[src/rtl/ram_stream_reader.sv]
// Burst read sequencer for a 1-cycle registered-read RAM; delivers words as a valid/ready stream.
// Optional running checksum of delivered words is enabled by defining RAM_READER_CHECKSUM_EN.

// Generic small FIFO: registered storage, combinational head.
// Latency: push visible at head the cycle after the write edge.
// Backpressure: push is dropped only when full with no simultaneous pop (callers throttle upstream).
module ram_stream_reader_fifo #(
    parameter int W     = 8,
    parameter int DEPTH = 2,
    parameter int CW    = $clog2(DEPTH + 1)
) (
    input  logic          clk,
    input  logic          rst,
    input  logic          push,
    input  logic [W-1:0]  wdata,
    input  logic          pop,
    output logic [W-1:0]  rdata,
    output logic [CW-1:0] count
);
    localparam int PW = (DEPTH > 1) ? $clog2(DEPTH) : 1;

    logic [W-1:0]  mem [DEPTH];
    logic [PW-1:0] wr_ptr;
    logic [PW-1:0] rd_ptr;
    logic          pop_ok;
    logic          push_ok;

    assign pop_ok  = pop && (count != '0);
    // A full FIFO can still accept a push when the head leaves in the same cycle.
    assign push_ok = push && ((count != CW'(DEPTH)) || pop_ok);
    assign rdata   = mem[rd_ptr];

    always_ff @(posedge clk) begin
        if (push_ok) begin
            mem[wr_ptr] <= wdata;
        end
    end

    always_ff @(posedge clk or posedge rst) begin
        if (rst) begin
            wr_ptr <= '0;
            rd_ptr <= '0;
            count  <= '0;
        end else begin
            if (push_ok) begin
                wr_ptr <= (wr_ptr == PW'(DEPTH - 1)) ? '0 : wr_ptr + 1'b1;
            end
            if (pop_ok) begin
                rd_ptr <= (rd_ptr == PW'(DEPTH - 1)) ? '0 : rd_ptr + 1'b1;
            end
            case ({push_ok, pop_ok})
                2'b10:   count <= count + 1'b1;
                2'b01:   count <= count - 1'b1;
                default: count <= count;
            endcase
        end
    end
endmodule

// Issues len sequential RAM reads from base_addr and streams the returned words out.
// Latency: start edge E0 -> ram_addr=base after E1 -> first out_valid after E3.
// Backpressure: reads stop once in-flight reads plus buffered words reach FIFO_DEPTH.
module ram_stream_reader #(
    parameter int DATA_WIDTH = 8,
    parameter int ADDR_WIDTH = 6,
    parameter int FIFO_DEPTH = 2
) (
    input  logic                  clk,
    input  logic                  rst,
    input  logic                  start,
    input  logic [ADDR_WIDTH-1:0] base_addr,
    input  logic [ADDR_WIDTH:0]   len,
    output logic                  busy,
    output logic                  done,
    output logic [ADDR_WIDTH-1:0] ram_addr,
    output logic                  ram_we,
    input  logic [DATA_WIDTH-1:0] ram_q,
    output logic [DATA_WIDTH-1:0] out_data,
    output logic                  out_valid,
    input  logic                  out_ready,
    output logic [DATA_WIDTH-1:0] checksum
);
    localparam int CW = $clog2(FIFO_DEPTH + 1);

    typedef enum logic [1:0] {
        IDLE,
        FETCH,
        DRAIN,
        DONE
    } state_t;

    state_t                state;
    logic [ADDR_WIDTH-1:0] rd_ptr;
    logic [ADDR_WIDTH:0]   remaining;
    logic                  s1_vld;     // address on the RAM bus this cycle
    logic                  s2_vld;     // ram_q holds that word this cycle
    logic [CW-1:0]         fifo_count;
    logic [CW:0]           occupancy;
    logic                  issue;
    logic                  xfer;

    assign ram_we    = 1'b0;
    assign out_valid = (fifo_count != '0);
    assign xfer      = out_valid && out_ready;

    // Every read in flight already owns a FIFO slot, so the FIFO can never overflow.
    assign occupancy = {1'b0, fifo_count} + (CW + 1)'(s1_vld) + (CW + 1)'(s2_vld);
    assign issue     = (state == FETCH) && (remaining != '0)
                       && (occupancy < (CW + 1)'(FIFO_DEPTH));

    ram_stream_reader_fifo #(
        .W     (DATA_WIDTH),
        .DEPTH (FIFO_DEPTH),
        .CW    (CW)
    ) u_fifo (
        .clk   (clk),
        .rst   (rst),
        .push  (s2_vld),
        .wdata (ram_q),
        .pop   (xfer),
        .rdata (out_data),
        .count (fifo_count)
    );

    always_ff @(posedge clk or posedge rst) begin
        if (rst) begin
            state     <= IDLE;
            busy      <= 1'b0;
            done      <= 1'b0;
            ram_addr  <= '0;
            rd_ptr    <= '0;
            remaining <= '0;
            s1_vld    <= 1'b0;
            s2_vld    <= 1'b0;
        end else begin
            s1_vld <= issue;
            s2_vld <= s1_vld;
            done   <= 1'b0;
            case (state)
                IDLE: begin
                    if (start) begin
                        rd_ptr    <= base_addr;
                        remaining <= len;
                        if (len != '0) begin
                            state <= FETCH;
                            busy  <= 1'b1;
                        end else begin
                            state <= DONE;
                            done  <= 1'b1;
                        end
                    end
                end
                FETCH: begin
                    if (issue) begin
                        ram_addr  <= rd_ptr;
                        rd_ptr    <= rd_ptr + 1'b1;
                        remaining <= remaining - 1'b1;
                        if (remaining == (ADDR_WIDTH + 1)'(1)) begin
                            state <= DRAIN;
                        end
                    end
                end
                DRAIN: begin
                    if (!s1_vld && !s2_vld && (fifo_count == '0)) begin
                        state <= DONE;
                        busy  <= 1'b0;
                        done  <= 1'b1;
                    end
                end
                default: begin
                    state <= IDLE;
                end
            endcase
        end
    end

`ifdef RAM_READER_CHECKSUM_EN
    logic [DATA_WIDTH-1:0] sum;

    always_ff @(posedge clk or posedge rst) begin
        if (rst) begin
            sum <= '0;
        end else if ((state == IDLE) && start) begin
            sum <= '0;
        end else if (xfer) begin
            sum <= sum + out_data;
        end
    end

    assign checksum = sum;
`else
    assign checksum = '0;
`endif
endmodule

[config.mk]
export PLATFORM = sky130hd
export DESIGN_NAME = ram_stream_reader
export DESIGN_NICKNAME = d
export VERILOG_FILES = /design/src/rtl/ram_stream_reader.sv
export SDC_FILE = /design/constraint.sdc
export NUM_CORES = 1
export LEC_CHECK = 0
export BUFFER_PORTS_ARGS = -buffer_cell sky130_fd_sc_hd__buf_2
export CORE_MARGIN = 2
export CORE_UTILIZATION = 45
export DETAILED_ROUTE_END_ITERATION = 16
export PLACE_DENSITY = 0.76
export SLEW_MARGIN = 5
export SYNTH_ARGS = -nofsm -noshare
export SYNTH_HDL_FRONTEND = slang
export SYNTH_SLANG_ARGS = --single-unit
[constraint.sdc]
create_clock -name clk -period 3 [get_ports clk]
set_input_delay 0.9 -clock clk [delete_from_list [all_inputs] [get_ports clk]]
set_output_delay 0.9 -clock clk [all_outputs]
set_load 0.05 [all_outputs]
==> Yosys cells after proc, flatten, opt, wreduce, memory -nomap -nowiden <==
Memory sizes are Yosys's and may differ from the RTL's.
Index checks and enable logic that the tools add are counted.
Widths: inputs -> output; s select.
{ "op_classes": {"n_addsub": 8, "n_lt_le_gt_ge": 1, "eq_ne": 11, "n_mux": 25, "n_reduce_logical": 22} }
{ "op_table": {"columns": ["operator", "count"], "rows": [
  ["$mux 7", 2],
  ["$pmux 7 s2", 1],
  ["$reduce_bool 7->1", 2],
  ["$mux 6", 2],
  ["$pmux 6 s2", 1],
  ["$mux 1", 10],
  ["$mux 2", 5],
  ["$ne 2x2->1 const B", 5],
  ["$reduce_and 4->1", 2],
  ["$reduce_bool 2->1", 4],
  ["$eq 7x1->1 const B", 1],
  ["$logic_and 1x1->1", 7],
  ["$sub 7x1->7 const B", 1],
  ["$add 6x1->6 const B", 1],
  ["$pmux 2 s3", 1],
  ["$eq 2x1->1 const B", 2],
  ["$eq 2x2->1 const B", 2],
  ["$logic_not 2->1", 2],
  ["$pmux 1 s2", 2],
  ["$pmux 2 s2", 1],
  ["$add 2x1->3", 1],
  ["$add 3x1->3", 1],
  ["$lt 3x2->1 const B", 1],
  ["$reduce_and 3->1", 1],
  ["other kinds (7)", 9]
]} }
{ "totals": {"register_bits": 29, "ram_bits": 16, "output_inout_bits": 26, "word_cells": 79, "mem_count": 1} }
{ "mem_list": {"columns": ["memory", "depth", "width", "read_ports", "rd_clocked_by_memory_dff", "wr", "line_no", "source"], "rows": [
  ["u_fifo.mem", 2, 8, 1, 0, 1, "22", "logic [W-1:0] mem [DEPTH];"]
]} }

==> Depth between registers and ports, before layout <==
{ "depth": {"ltp_word": 7, "mapped_depth": 7, "depth_no_buf": 6} }

==> By module <==
Synthesis repeated with hierarchy kept, for this count alone.
{ "hier_totals": {"cells_unflattened": 220, "area_unflattened_um2": 2377.3} }
{ "modules_own_cells": {"columns": ["mod", "instances", "cells_each", "area_each_um2"], "rows": [
  ["ram_stream_reader", 1, 177, 1592.8],
  ["ram_stream_reader_fifo", 1, 43, 784.5]
]} }

==> Worst setup path after synthesis <==
Ideal clock, no wire load.
{ "synth_timing": {"path_kind": "register to output", "startpoint": "reg u_fifo.rd_ptr", "endpoint": "out out_data[0]", "arrival_ns": 1.110, "t_required_ns": 2.100, "slack_ns": 0.990, "stages_incl_launch_ff": 3, "path_buffers": 1, "path_cell_list": "dfrtp_1 clkbuf_1 mux2_2"} }
{ "synth_via": {"elab_chain_cells": 1} }
{ "synth_rtl": {"columns": ["item", "line_no", "source"], "rows": [
  ["start, declared", "24", "logic [PW-1:0] rd_ptr;"],
  ["start signal, assigned", "49", "rd_ptr <= (rd_ptr == PW'(DEPTH - 1)) ? '0 : rd_ptr + 1'b1;"],
  ["$mem_v2 2x8", null, null],
  ["end, declared", "78", "output logic [DATA_WIDTH-1:0] out_data,"]
]} }
Every way passes these cells.

==> Worst setup path in the final report <==
{ "layout_timing": {"startpoint": "reg u_fifo.rd_ptr", "endpoint": "out out_data[5]"} }
Same word-level chain as after synthesis.

==> results.py <==
metrics = {
    "routing": {
        "first_iter_violations": 114,
        "wl_per_cell_um": 13.9,
        "vias": 1732,
        "ant_nets": 0,
        "drc": 0,
        "detail_route.wirelength_mm": 4.53,
        "detail_route.vias_per_cell": 5.31,
        "dr.pass1.iters": 4,
    },
    "clocking": {
        "clock_path_buffers": 2,
        "cts_tree": "yes",
        "post_cts_buffers": 0,
        "cts_hold_buf": 0,
        "clk_pin_slew_ns": 0.08,
        "clock-sinks": 45,
        "htreeDepth": 2,
        "cts_made_buffers": 5,
        "insertion_delay_ns": 0.30,
        "cts-root-buf": "clkbuf_8",
        "cts_resized": 0,
    },
    "logic_synthesis": {
        "seq_area_frac_synth_pct": 49.9,
        "yosys.area_share.simple_pct": 16.7,
        "ys_warn_count": 0,
        "synth_top_family_by_area": "simple AND/OR/NAND/NOR gates",
        "synth-adder-area-share_pct": 4.66,
        "synth_seq_cells": 45,
        "synth.cell_area_um2": 2410,
        "synth_compound_area_share_pct": 10.8,
        "synth.area.top_cells": "dfrtp_1 30%, edfxtp_1 20%, ha_1 4.7%",
        "ys_types": 47,
        "synth-xor-area-share_pct": 0.725,
        "synth_mux_area_share_pct": 10.8,
        "yosysTopAreaCell": "dfrtp_1",
        "avgSynthCellArea_um2": 11.4,
        "synth_top_area_share_pct": 30.1,
        "async_flop_share_pct": 64.4,
        "syn-instance-count": 211,
        "synth_edf_count": 16,
        "synth_ff_type": "dfrtp_1",
    },
    "worst_setup_path": {
        "worst_setup_path_end_kind": "output pin",
        "crit_arrival_ns": 1.47,
        "cpPeakStageDelay_ns": 0.57,
        "cp.required_ns": 2.10,
        "critical_path.startpoint_type": "register",
        "crit_fanout": 9,
        "crit_slowest_cell": "dfrtp_1",
        "cp_cell_sequence": "mux2_2, buf_2",
        "crit_type": "reg2out",
    },
    "sta": {
        "fin_crit_ns": 2.37,
        "slew_violations": 0,
        "hold_viol_final": 0,
        "max_slew.worst_pin.slew_ns": 0.639,
        "fin_ws_ns": 0.628,
        "max-slew-margin-rel_pct": 57.2,
        "tns_ns": 0,
        "max_clock_freq_mhz": 422,
        "rsz0062_at_grt": "false",
        "timing.final.crit_share_pct": 79.1,
        "skew_ns": 0.00979,
        "setup_viol": 0,
    },
    "pwr": {
        "p_sw_uw": 1420,
        "comb_power_share_pct": 50.9,
        "clock_power_share_pct": 14.3,
        "peakVddDrop_mv": 0.541,
        "p_sw_share_pct": 45.2,
        "p_leak_uw": 0.00117,
        "internal_power_uw": 1730,
        "power.density_nw_per_um2": 1140,
        "seqPwrFrac_pct": 34.8,
    },
    "place": {
        "port_buffers": 41,
        "dp_cells": 318,
        "place_area_um2": 2660,
        "place_congestion": 0.891,
        "place_ws_ns": 0.691,
        "dp_hpwl_mm": 3.38,
    },
    "grt": {
        "grt_start_max_net_pins": 30,
        "grt_pass1_vias": 1584,
        "grt_use_total_pct": 16.1,
        "antenna_found_initial": 0,
        "grt_overflow": 0,
        "grt_pass1_wl_mm": 7.65,
    },
    "finish": {
        "area_delta_synth_final_pct": 14.7,
        "layout-drive-gt1-share_pct": 29.7,
        "final_cell_mix": "41 x buf_2, 29 x dfrtp_1, 16 x edfxtp_1",
        "nNetsFinal": 289,
        "layout_commonest_cell": "buf_2",
        "postLayoutCellArea_um2": 2770,
        "n_antenna_cell": 0,
        "layout.cells.non_filler": 326,
    },
    "floorplan": {
        "die_w_um": 77.3,
        "rows": 26,
        "io_pins": 51,
        "die_y_um": 77.3,
        "design.die.area_um2": 5970,
        "start_util_pct": 47.0,
        "core_um2": 5140,
    },
    "run_status": {
        "outcome": "finished, final reports clean",
    },
    "flow_run": {
        "max_cap_viol_count": 0,
    },
    "worst_hold_path": {
        "hp-class": "reg2reg",
    },
}
[through the flow]
step	hold slack, ns	util [%]	power, µW
6_report	0.479	53.9	3150
5_1_grt	0.504	53.9	3380
4_1_cts	0.477	53.9	3160
3_5_place_dp	0.450	51.7	2700
3_3_place_gp	0.463	51.7	2680
2_1_floorplan	0.427	-	2390
[sequential cells by signal, summed over array words and instances, names as in the netlist]
| register | flops |
|---|---|
| busy | 1 |
| done | 1 |
| ram_addr | 6 |
| rd_ptr | 6 |
| remaining | 7 |
| s1_vld | 1 |
| s2_vld | 1 |
| state | 2 |
| u_fifo.count | 2 |
| u_fifo.mem | 16 |
| u_fifo.rd_ptr | 1 |
| u_fifo.wr_ptr | 1 |
[worst max-delay path: cells and delay by family, from the launching register on]
kind | cells | cell delay (ns)
buffers and inverters | 1 | 0.21
multiplexers | 1 | 0.39
flip-flops | 1 | 0.57
[layer usage]
layer,vias up,GRT usage (%),share of wire (%)
met4,0,6.07,1.7
li1,851,-,-
met5,-,0,0
met2,63,24.1,46
met3,9,2.94,5.8
met1,809,23.4,46
[synth_stat cells, drive strengths merged, types with 6 or more instances]
library cell / instances
buf: 13
nor2: 14
mux2: 15
dfrtp: 29
a31oi: 6
inv: 10
a21oi: 7
nand2: 16
edfxtp: 16
ha: 9
nor4: 8
nor2b: 6
mux2i: 7
o22ai: 6
[cell type report]
class                   instances  area, µm²
inverters                      10       37.5
fillers                       489       2370
clock buffers                   6       72.6
multi-input cells             148       1090
flip-flops and latches         45       1210
well taps                      70       87.6
clock inverters                 2       38.8
repair buffers                 45        235
[logic make-up after synthesis]
| logic type | after synthesis |
|---|---|
| other | 1 |
| AOI/OAI and AO/OA | 35 |
| buffers and inverters | 26 |
| DFF | 45 |
| xor gates and xnor gates | 2 |
| and+or+nand+nor | 71 |
| muxes | 22 |
| adders and majority gates | 9 |
[path summary, 6_finish.rpt]
check	slack [ns]	to	start	cells past startpoint
max reg2reg	0.80	rd_ptr[3]	s2_vld	5
min reg2reg	0.48	s2_vld	s1_vld	0
min in group asynchronous	0.66	remaining[5]	rst	3
min	0.48	s2_vld	s1_vld	0
max	0.63	out_data[5]	u_fifo.rd_ptr	2
max in group asynchronous	2.07	done	rst	3
[power groups by stage]
| stage | logic [µW] | registers (µW) | clock network (µW) |
|---|---|---|---|
| 3_5_place_dp | 1600 | 1100 | 0 |
| 5_1_grt | 1760 | 1130 | 489 |
| 3_3_place_gp | 1580 | 1100 | 0 |
| 4_1_cts | 1610 | 1090 | 461 |
| 6_report | 1600 | 1090 | 451 |
| 2_1_floorplan | 1190 | 1200 | 0 |
Note: power is estimated with default switching activity, not from simulation.
